<file path="src/rtl/csr_unit.sv">
// Machine/supervisor CSR file for the RV32 core: combinational reads, trap entry/return and CSR writes.
// Optional 64-bit cycle counter and instret views are built when RAFI_CSR_COUNTERS_EN is defined.
module csr_unit (
    input  logic        clk,
    input  logic        rstN,
    input  logic [11:0] readAddr,
    input  logic        readEnable,
    input  logic [63:0] readOpId,
    output logic [31:0] readValue,
    output logic        readIllegal,
    input  logic [31:0] writeValue,
    input  logic [11:0] writeAddr,
    input  logic        writeEnable,
    input  logic        trapValid,
    input  logic [31:0] trapCause,
    input  logic [31:0] trapValue,
    input  logic [31:0] trapPc,
    input  logic        trapReturn,
    input  logic [1:0]  trapReturnPrivilege,
    output logic [31:0] nextPc,
    output logic [31:0] satp,
    output logic [31:0] mstatus,
    output logic [1:0]  privilege,
    output logic        trapSupervisorReturn
);

    localparam logic [31:0] MSTATUS_MASK = 32'h007C_19AA;
    localparam logic [31:0] SSTATUS_MASK = 32'h000C_0122;
    localparam logic [31:0] MISA_VALUE   = 32'h4014_1101;

    logic [31:0] medeleg, mie, mtvec, mscratch, mepc, mcause, mtval;
    logic [31:0] stvec, sscratch, sepc, scause, stval;

`ifdef RAFI_CSR_COUNTERS_EN
    logic [63:0] mcycle;
`else
    logic unusedOpId;
    assign unusedOpId = ^readOpId;
`endif

    logic [31:0] readData;
    logic        readHit;

    always_comb begin
        readHit  = 1'b1;
        readData = 32'd0;
        case (readAddr)
            12'h300: readData = mstatus;
            12'h301: readData = MISA_VALUE;
            12'h302: readData = medeleg;
            12'h304: readData = mie;
            12'h305: readData = mtvec;
            12'h340: readData = mscratch;
            12'h341: readData = mepc;
            12'h342: readData = mcause;
            12'h343: readData = mtval;
            12'h100: readData = mstatus & SSTATUS_MASK;
            12'h105: readData = stvec;
            12'h140: readData = sscratch;
            12'h141: readData = sepc;
            12'h142: readData = scause;
            12'h143: readData = stval;
            12'h180: readData = satp;
`ifdef RAFI_CSR_COUNTERS_EN
            12'hB00, 12'hC00: readData = mcycle[31:0];
            12'hB80, 12'hC80: readData = mcycle[63:32];
            12'hB02, 12'hC02: readData = readOpId[31:0];
            12'hB82, 12'hC82: readData = readOpId[63:32];
`endif
            default: readHit = 1'b0;
        endcase
        readIllegal = readEnable & (~readHit | (readAddr[9:8] > privilege));
        readValue   = readIllegal ? 32'd0 : readData;
    end

    logic        delegate;
    logic        isMret;
    logic [31:0] tvec;
    logic [31:0] mstatusTrapM, mstatusTrapS, mstatusMret, mstatusSret;
    logic [31:0] mstatusWrite, sstatusWrite;

    // Only exception codes below 32 can be delegated; medeleg has no bits beyond that.
    always_comb begin
        delegate = (privilege <= 2'd1) && !trapCause[31] && (trapCause[30:5] == 26'd0)
                   && medeleg[trapCause[4:0]];
        isMret   = (trapReturnPrivilege == 2'd3);
        tvec     = delegate ? stvec : mtvec;

        nextPc = 32'd0;
        if (trapValid) begin
            nextPc = {tvec[31:2], 2'b00};
            if (tvec[1:0] == 2'b01 && trapCause[31])
                nextPc = nextPc + {trapCause[29:0], 2'b00};
        end else if (trapReturn) begin
            nextPc = isMret ? mepc : sepc;
        end

        mstatusTrapM         = mstatus;
        mstatusTrapM[7]      = mstatus[3];
        mstatusTrapM[3]      = 1'b0;
        mstatusTrapM[12:11]  = privilege;

        mstatusTrapS         = mstatus;
        mstatusTrapS[5]      = mstatus[1];
        mstatusTrapS[1]      = 1'b0;
        mstatusTrapS[8]      = privilege[0];

        mstatusMret          = mstatus;
        mstatusMret[3]       = mstatus[7];
        mstatusMret[7]       = 1'b1;
        mstatusMret[12:11]   = 2'b00;

        mstatusSret          = mstatus;
        mstatusSret[1]       = mstatus[5];
        mstatusSret[5]       = 1'b1;
        mstatusSret[8]       = 1'b0;

        mstatusWrite = writeValue & MSTATUS_MASK;
        if (mstatusWrite[12:11] == 2'b10)
            mstatusWrite[12:11] = 2'b00;
        sstatusWrite = (mstatus & ~SSTATUS_MASK) | (writeValue & SSTATUS_MASK);
    end

    assign trapSupervisorReturn = mstatus[22];

    always_ff @(posedge clk) begin
        if (!rstN) begin
            privilege <= 2'd3;
            mstatus   <= 32'd0;
            satp      <= 32'd0;
            medeleg   <= 32'd0;
            mie       <= 32'd0;
            mtvec     <= 32'd0;
            mscratch  <= 32'd0;
            mepc      <= 32'd0;
            mcause    <= 32'd0;
            mtval     <= 32'd0;
            stvec     <= 32'd0;
            sscratch  <= 32'd0;
            sepc      <= 32'd0;
            scause    <= 32'd0;
            stval     <= 32'd0;
`ifdef RAFI_CSR_COUNTERS_EN
            mcycle    <= 64'd0;
`endif
        end else begin
`ifdef RAFI_CSR_COUNTERS_EN
            mcycle <= mcycle + 64'd1;
`endif
            if (trapValid) begin
                if (delegate) begin
                    sepc      <= trapPc;
                    scause    <= trapCause;
                    stval     <= trapValue;
                    mstatus   <= mstatusTrapS;
                    privilege <= 2'd1;
                end else begin
                    mepc      <= trapPc;
                    mcause    <= trapCause;
                    mtval     <= trapValue;
                    mstatus   <= mstatusTrapM;
                    privilege <= 2'd3;
                end
            end else if (trapReturn) begin
                if (isMret) begin
                    privilege <= mstatus[12:11];
                    mstatus   <= mstatusMret;
                end else begin
                    privilege <= {1'b0, mstatus[8]};
                    mstatus   <= mstatusSret;
                end
            end else if (writeEnable) begin
                case (writeAddr)
                    12'h300: mstatus  <= mstatusWrite;
                    12'h302: medeleg  <= writeValue;
                    12'h304: mie      <= writeValue;
                    12'h305: mtvec    <= writeValue;
                    12'h340: mscratch <= writeValue;
                    12'h341: mepc     <= {writeValue[31:2], 2'b00};
                    12'h342: mcause   <= writeValue;
                    12'h343: mtval    <= writeValue;
                    12'h100: mstatus  <= sstatusWrite;
                    12'h105: stvec    <= writeValue;
                    12'h140: sscratch <= writeValue;
                    12'h141: sepc     <= {writeValue[31:2], 2'b00};
                    12'h142: scause   <= writeValue;
                    12'h143: stval    <= writeValue;
                    12'h180: satp     <= writeValue;
`ifdef RAFI_CSR_COUNTERS_EN
                    // A counter write replaces the whole half and overrides this cycle's increment.
                    12'hB00: mcycle   <= {mcycle[63:32], writeValue};
                    12'hB80: mcycle   <= {writeValue, mcycle[31:0]};
`endif
                    default: ;
                endcase
            end
        end
    end

endmodule
</file>
<file path="config.mk">
export PLATFORM = sky130hd
export DESIGN_NAME = csr_unit
export DESIGN_NICKNAME = d
export VERILOG_FILES = /design/src/rtl/csr_unit.sv
export SDC_FILE = /design/constraint.sdc
export NUM_CORES = 1
export LEC_CHECK = 0
export ABC_CLOCK_PERIOD_IN_PS = 13200
export BUFFER_PORTS_ARGS = -buffer_cell sky130_fd_sc_hd__buf_4
export CAP_MARGIN = 30
export CORE_MARGIN = 10
export CORE_UTILIZATION = 50
export CTS_BUF_LIST = sky130_fd_sc_hd__clkbuf_4 sky130_fd_sc_hd__clkbuf_8
export DETAILED_ROUTE_END_ITERATION = 8
export MAX_ROUTING_LAYER = met4
export PLACE_DENSITY = 0.68
export SYNTH_ARGS = -nofsm -noshare
export SYNTH_HDL_FRONTEND = slang
export SYNTH_SLANG_ARGS = --single-unit
</file>
<file path="constraint.sdc">
create_clock -name clk -period 13.2 [get_ports clk]
set_input_delay 2.64 -clock clk [delete_from_list [all_inputs] [get_ports clk]]
set_output_delay 2.64 -clock clk [all_outputs]
set_load 0.005 [all_outputs]
</file>
# == Word-level counts from Yosys, hierarchy flattened ==
# Cells that the tools add are included.
# word_totals
romBits,0
latch_bits,0
output_inout_bits,132
regBits,450
mem_bits_rw,0
memories,0
inputBits,224
word_cells,151
# classes
bitwise_logic,6
multipliers,0
magnitude_cmp,3
n_shift,0
n_reduce_logical,34
n_eq_ne,39
addsub,1
div_mod_pow,0
n_mux,51
# ops
op,n
32-bit 2-to-1 mux,39
32-bit case mux with 16 select lines,1
12-bit by 10-bit equality test with 1-bit output (second input constant),17
12-bit by 9-bit equality test with 1-bit output (second input constant),14
32-bit case mux with 2 select lines,1
4-bit AND reduction,16
32-bit adder,1
32-bit by 20-bit OR with 32-bit output,1
26-bit zero test,1
13-bit 2-to-1 mux,2
2-bit nonzero test,9
16-bit OR reduction,1
2-bit 2-to-1 mux,5
5-bit by 6-bit < comparator with 1-bit output (second input constant),1
1-bit binary-select mux with 5-bit select,1
2-bit equality test (second input constant),2
1-bit logical AND,4
2-bit inequality test (second input constant),2
4-bit nonzero test,1
3-bit by 2-bit inequality test with 1-bit output (second input constant),1
3-bit inequality test (second input constant),1
1-bit inverter,3
3-bit nonzero test,1
2-bit by 1-bit equality test with 1-bit output (second input constant),1
other kinds (7),8

# == Depth between registers and ports, before layout ==
# depth
depth_word,9
depth_mapped,21
depth_no_buf,18

# == Worst setup path after synthesis ==
# OpenSTA, ideal clock, no wires.
# synth_path
path_type,in2out
startpoint,input port trapCause[0]
endpoint,output port nextPc[31]
required_ns,10.560
path_slack_ns,3.701
arrival_time_ns,6.859
n_path_buf,3
stages,19
path_cell_list,buf_4 -> mux4_2 -> mux4_2 -> nand2b_4 -> and4_1 -> clkbuf_1 -> clkbuf_1 -> nand2_1 -> nand2_1 -> ha_1 -> nand3_1 -> o2111ai_1 -> a211oi_1 -> o21ai_0 -> a41oi_1 -> o311ai_0 -> o211ai_1 -> mux4_2 -> nor3_2
# synth_via
elab_chain_cells,8
word_cells_on_any_way,9
cone_classes,add/sub: 1; eq/ne: 1; mux: 5; reduce/logical: 2
# synth_rtl
element,line_no,text
from (decl),15,"input logic [31:0] trapCause,"
"parallel branches: the longest is 6 deep, another holds 32-bit adder",-,
32-bit 2-to-1 mux (*),92,if (tvec[1:0] == 2'b01 && trapCause[31])
32-bit 2-to-1 mux (*),90,if (trapValid) begin
to (decl),20,"output logic [31:0] nextPc,"
# Every way passes the cells marked *. The select of a mux whose other input is x is not followed.

# == Worst setup path in the final report ==
# layout_path
startpoint,input port trapCause[26]
endpoint,output port nextPc[31]
# layout_via
elab_chain_cells,8
word_cells_on_any_way,9
cone_classes,add/sub: 1; eq/ne: 1; mux: 3; reduce/logical: 4
# layout_rtl
element,line_no
"parallel branches: the longest is 6 deep, another holds 32-bit adder",-
32-bit 2-to-1 mux (*),92
32-bit 2-to-1 mux (*),90
# Every way passes the cells marked *.

==> run_results.csv <==
group,metric,value,unit
run_status,status,"complete, no violations",
clock_network,post_cts_buffers,0,
grt,grt_pass1_wl,140000,um
sta,grt_setup_unrepaired,"false",
placement,io_buffers,271,
floorplan,die_y,231,um
power,ir_worst_vdd,93.7,uV
clock_network,ctsResizeCount,0,
routing,routed_wl,97500,um
clock_network,clock_path_buffers,3,
clock_network,ctsRootBufferMaster,"clkbuf_8",
synth,syn_area_per_cell,8.21,um^2
routing,ant_nets,0,
worst_setup_path,cp.buffers_inverters,2,
placement,hpwlAfterDp,65300,um
worst_setup_path,critPathMaxStageDelay,960,ps
cells_and_area,fin_cells,3488,
power,leakagePower,11.3,nW
grt,overflow,0,
cells_and_area,regArea,8610,um^2
job,max_cap_violations,0,
floorplan,die_w,231,um
synth,yosysTopAreaCellShare,38.6,%
worst_setup_path,slowest_stage,"and4_2",
routing,drtPass1Iterations,7,
sta,fin_tns_setup,0,ps
synth,synth.area.top_cells,"dfxtp_1 (39%), nand2_1 (12%), o211a_1 (8.5%)",
placement,dp_cells,3361,
min_path,hold_path.class,"register to register",
routing,wl_per_cell,28.0,um
clock_network,htreeDepth,3,
placement,dpl-instance-area,24400,um^2
sta,hold_violations,0,
floorplan,start_util,50.5,%
synth,ys_warn_count,0,
cells_and_area,nNetsFinal,3102,
floorplan,die-area,53400,um^2
worst_setup_path,worstPathCellList,"buf_4 -> nor4_1 -> nand3_1 -> nor2_1 -> and4_2 -> nand2_1 -> nand2_1 -> ha_1 -> a21oi_1 -> o2111ai_1 -> a211oi_1 -> o21ai_0 -> a41oi_1 -> o311ai_0 -> o211ai_1 -> mux4_2 -> nor3_2 -> buf_4",
worst_setup_path,required,10560,ps
synth,synthCells,2713,
cells_and_area,area_growth,16.6,%
synth,syn_area,22300,um^2
clock_network,cts_made_buffers,71,
routing,vias,22800,
floorplan,placeableCoreArea,44100,um^2
clock_network,clock_latency,640,ps
clock_network,cts_hold_buf,0,
sta,worst_pin_slew,1280,ps
sta,min_period,11070,ps
sta,setup_viol,0,
grt,grt_antenna_before_repair,5,
synth,synth_ff_type,"dfxtp_1",
worst_setup_path,cp_max_fo,32,
synth,yosysMostFrequentCell,"nand2_1",
grt,grt_max_degree,250,
sta,slew_headroom,14.8,%
clock_network,clock-sinks,430,
worst_setup_path,crit_arrival,8430,ps
cells_and_area,n_fill_cell,4003,
clock_network,clkTransAtPathRegs,70,ps
sta,fin_skew,32.3,ps
cells_and_area,multi_input_area,12700,um^2
cells_and_area,final_util,58.9,%
routing,via_per_inst,6.54,
placement,place.gp.congestion,0.963,
grt,track_usage,35.6,%
cells_and_area,final_area,26000,um^2
synth,ys_types,66,
sta,fmax,0.0904,GHz
routing,drt_iter0_drc,3811,
worst_setup_path,crit_family,"simple AND/OR/NAND/NOR gates",
floorplan,row_count,77,
synth,synth_top_cells_by_count,"nand2_1 (735), dfxtp_1 (430), clkbuf_1 (211)",
floorplan,pin_count,356,
synth,synth_edf_count,0,
placement,post-place-ws,2360,ps
synth,async_flop_share,0,%
clock_network,cts_tree,"done",
worst_setup_path,crit_type,"input pin to output port",
cells_and_area,drive_above_1_share,16.9,%
worst_setup_path,cp-start-kind,"input pin",
synth,ys_seq_area_share,38.6,%
sta,final.setup.worst_slack,2130,ps
grt,grt_pass1_vias,21200,
power,powerDensity,110,nW/um^2
routing,remaining_drc_errors,0,
synth,synth.largest_area_cell,"dfxtp_1",
worst_setup_path,cp-end-kind,"output port",
synth,ys_ff_latch,430,
sta,fin_crit_sh,83.8,%
sta,slew_viol_final,0,
## layout make-up
| cell class | count | share of cell area (%) |
|---|---|---|
| antenna | 5 | 0.0482 |
| tap | 592 | 2.85 |
| clock inverter | 5 | 0.221 |
| multi-input combinational | 2014 | 48.7 |
| clock buffer | 115 | 5.59 |
| inverter | 16 | 0.231 |
| timing repair buffer | 311 | 9.23 |
| sequential | 430 | 33.1 |
## per-layer routing
layer	GRT usage [%]	vias up	routed length, um
met5	-	-	0
met4	11.6	0	3090
met3	13.9	251	15300
met2	48.5	1687	39700
met1	47.2	10900	39500
li1	-	10000	-
## tightest hold or removal path, cell delays in order, from the launching register on
cell      delay, ps
dfxtp_1         310
nand2_1          50
a21boi_1         50
## logic make-up (layout without fill, tap and decap cells)
family	after synthesis	in the layout	synth area share, %
flip-flops	430	430	38.6
buffers and inverters	288	447	5.43
other	1	25	0.0168
multiplexers	56	56	3.08
AND/OR/NAND/NOR	1001	1001	19.5
AO/OA/AOI/OAI	886	886	30.7
XOR/XNOR	17	17	0.668
adder cells (fa/ha/maj)	34	34	1.94
## sequential cells by signal, summed over array words and instances, names as in the netlist
name / count
mcause: 32
medeleg: 32
mepc: 32
mie: 32
mscratch: 32
mstatus: 12
mtval: 32
mtvec: 32
privilege: 2
satp: 32
scause: 32
sepc: 32
sscratch: 32
stval: 32
stvec: 32
## report_power, final
part | switching (W) | total (W) | internal [W]
clock network | 0.000545 | 0.00126 | 0.000711
logic | 0.000155 | 0.000253 | 0.0000981
registers | 0.0000206 | 0.00134 | 0.00132
total | 0.000721 | 0.00285 | 0.00213
## stage by stage
stage	power (W)	hold WS (ps)
2_1_floorplan	0.00150	434
3_3_place_gp	0.00161	441
3_5_place_dp	0.00161	448
4_1_cts	0.00284	456
5_1_grt	0.00292	473
6_report	0.00285	459
## cell usage in the layout, fill, tap and decap left out, types with 8 or more instances in the layout
cell type    n
nor4_1      11
a21o_1      14
a222oi_1    35
nand3_1     24
mux4_2      10
nor3_1      12
nor2_1      42
clkbuf_8    94
clkbuf_4    22
buf_4      304
a221oi_1    57
o211a_1    189
a22oi_1    122
xor2_1       9
nand2_1    729
nor2b_1     75
xnor2_1      8
a31oi_1     47
a21oi_1    138
dfxtp_1    430
conb_1      20
o21ai_0     26
inv_1       16
mux2i_1     46
and4_1      24
ha_1        33
a21boi_0   195
a22o_1      17
nor2_2      11
and3_1      16
## path summary, 6_finish.rpt
path / from / to / slack, ps / depth (start not counted)
setup / recovery: trapCause[26] / nextPc[31] / 2130 / 18
hold / removal: sscratch[20]$_SDFFE_PN0P_ / sscratch[20]$_SDFFE_PN0P_ / 460 / 2
setup reg to reg: privilege[1]$_SDFFE_PN1N_ / scause[23]$_SDFFE_PN0P_ / 9370 / 9
hold reg to reg: sscratch[20]$_SDFFE_PN0P_ / sscratch[20]$_SDFFE_PN0P_ / 460 / 2
No activity file was read; power rests on OpenSTA's default activity.
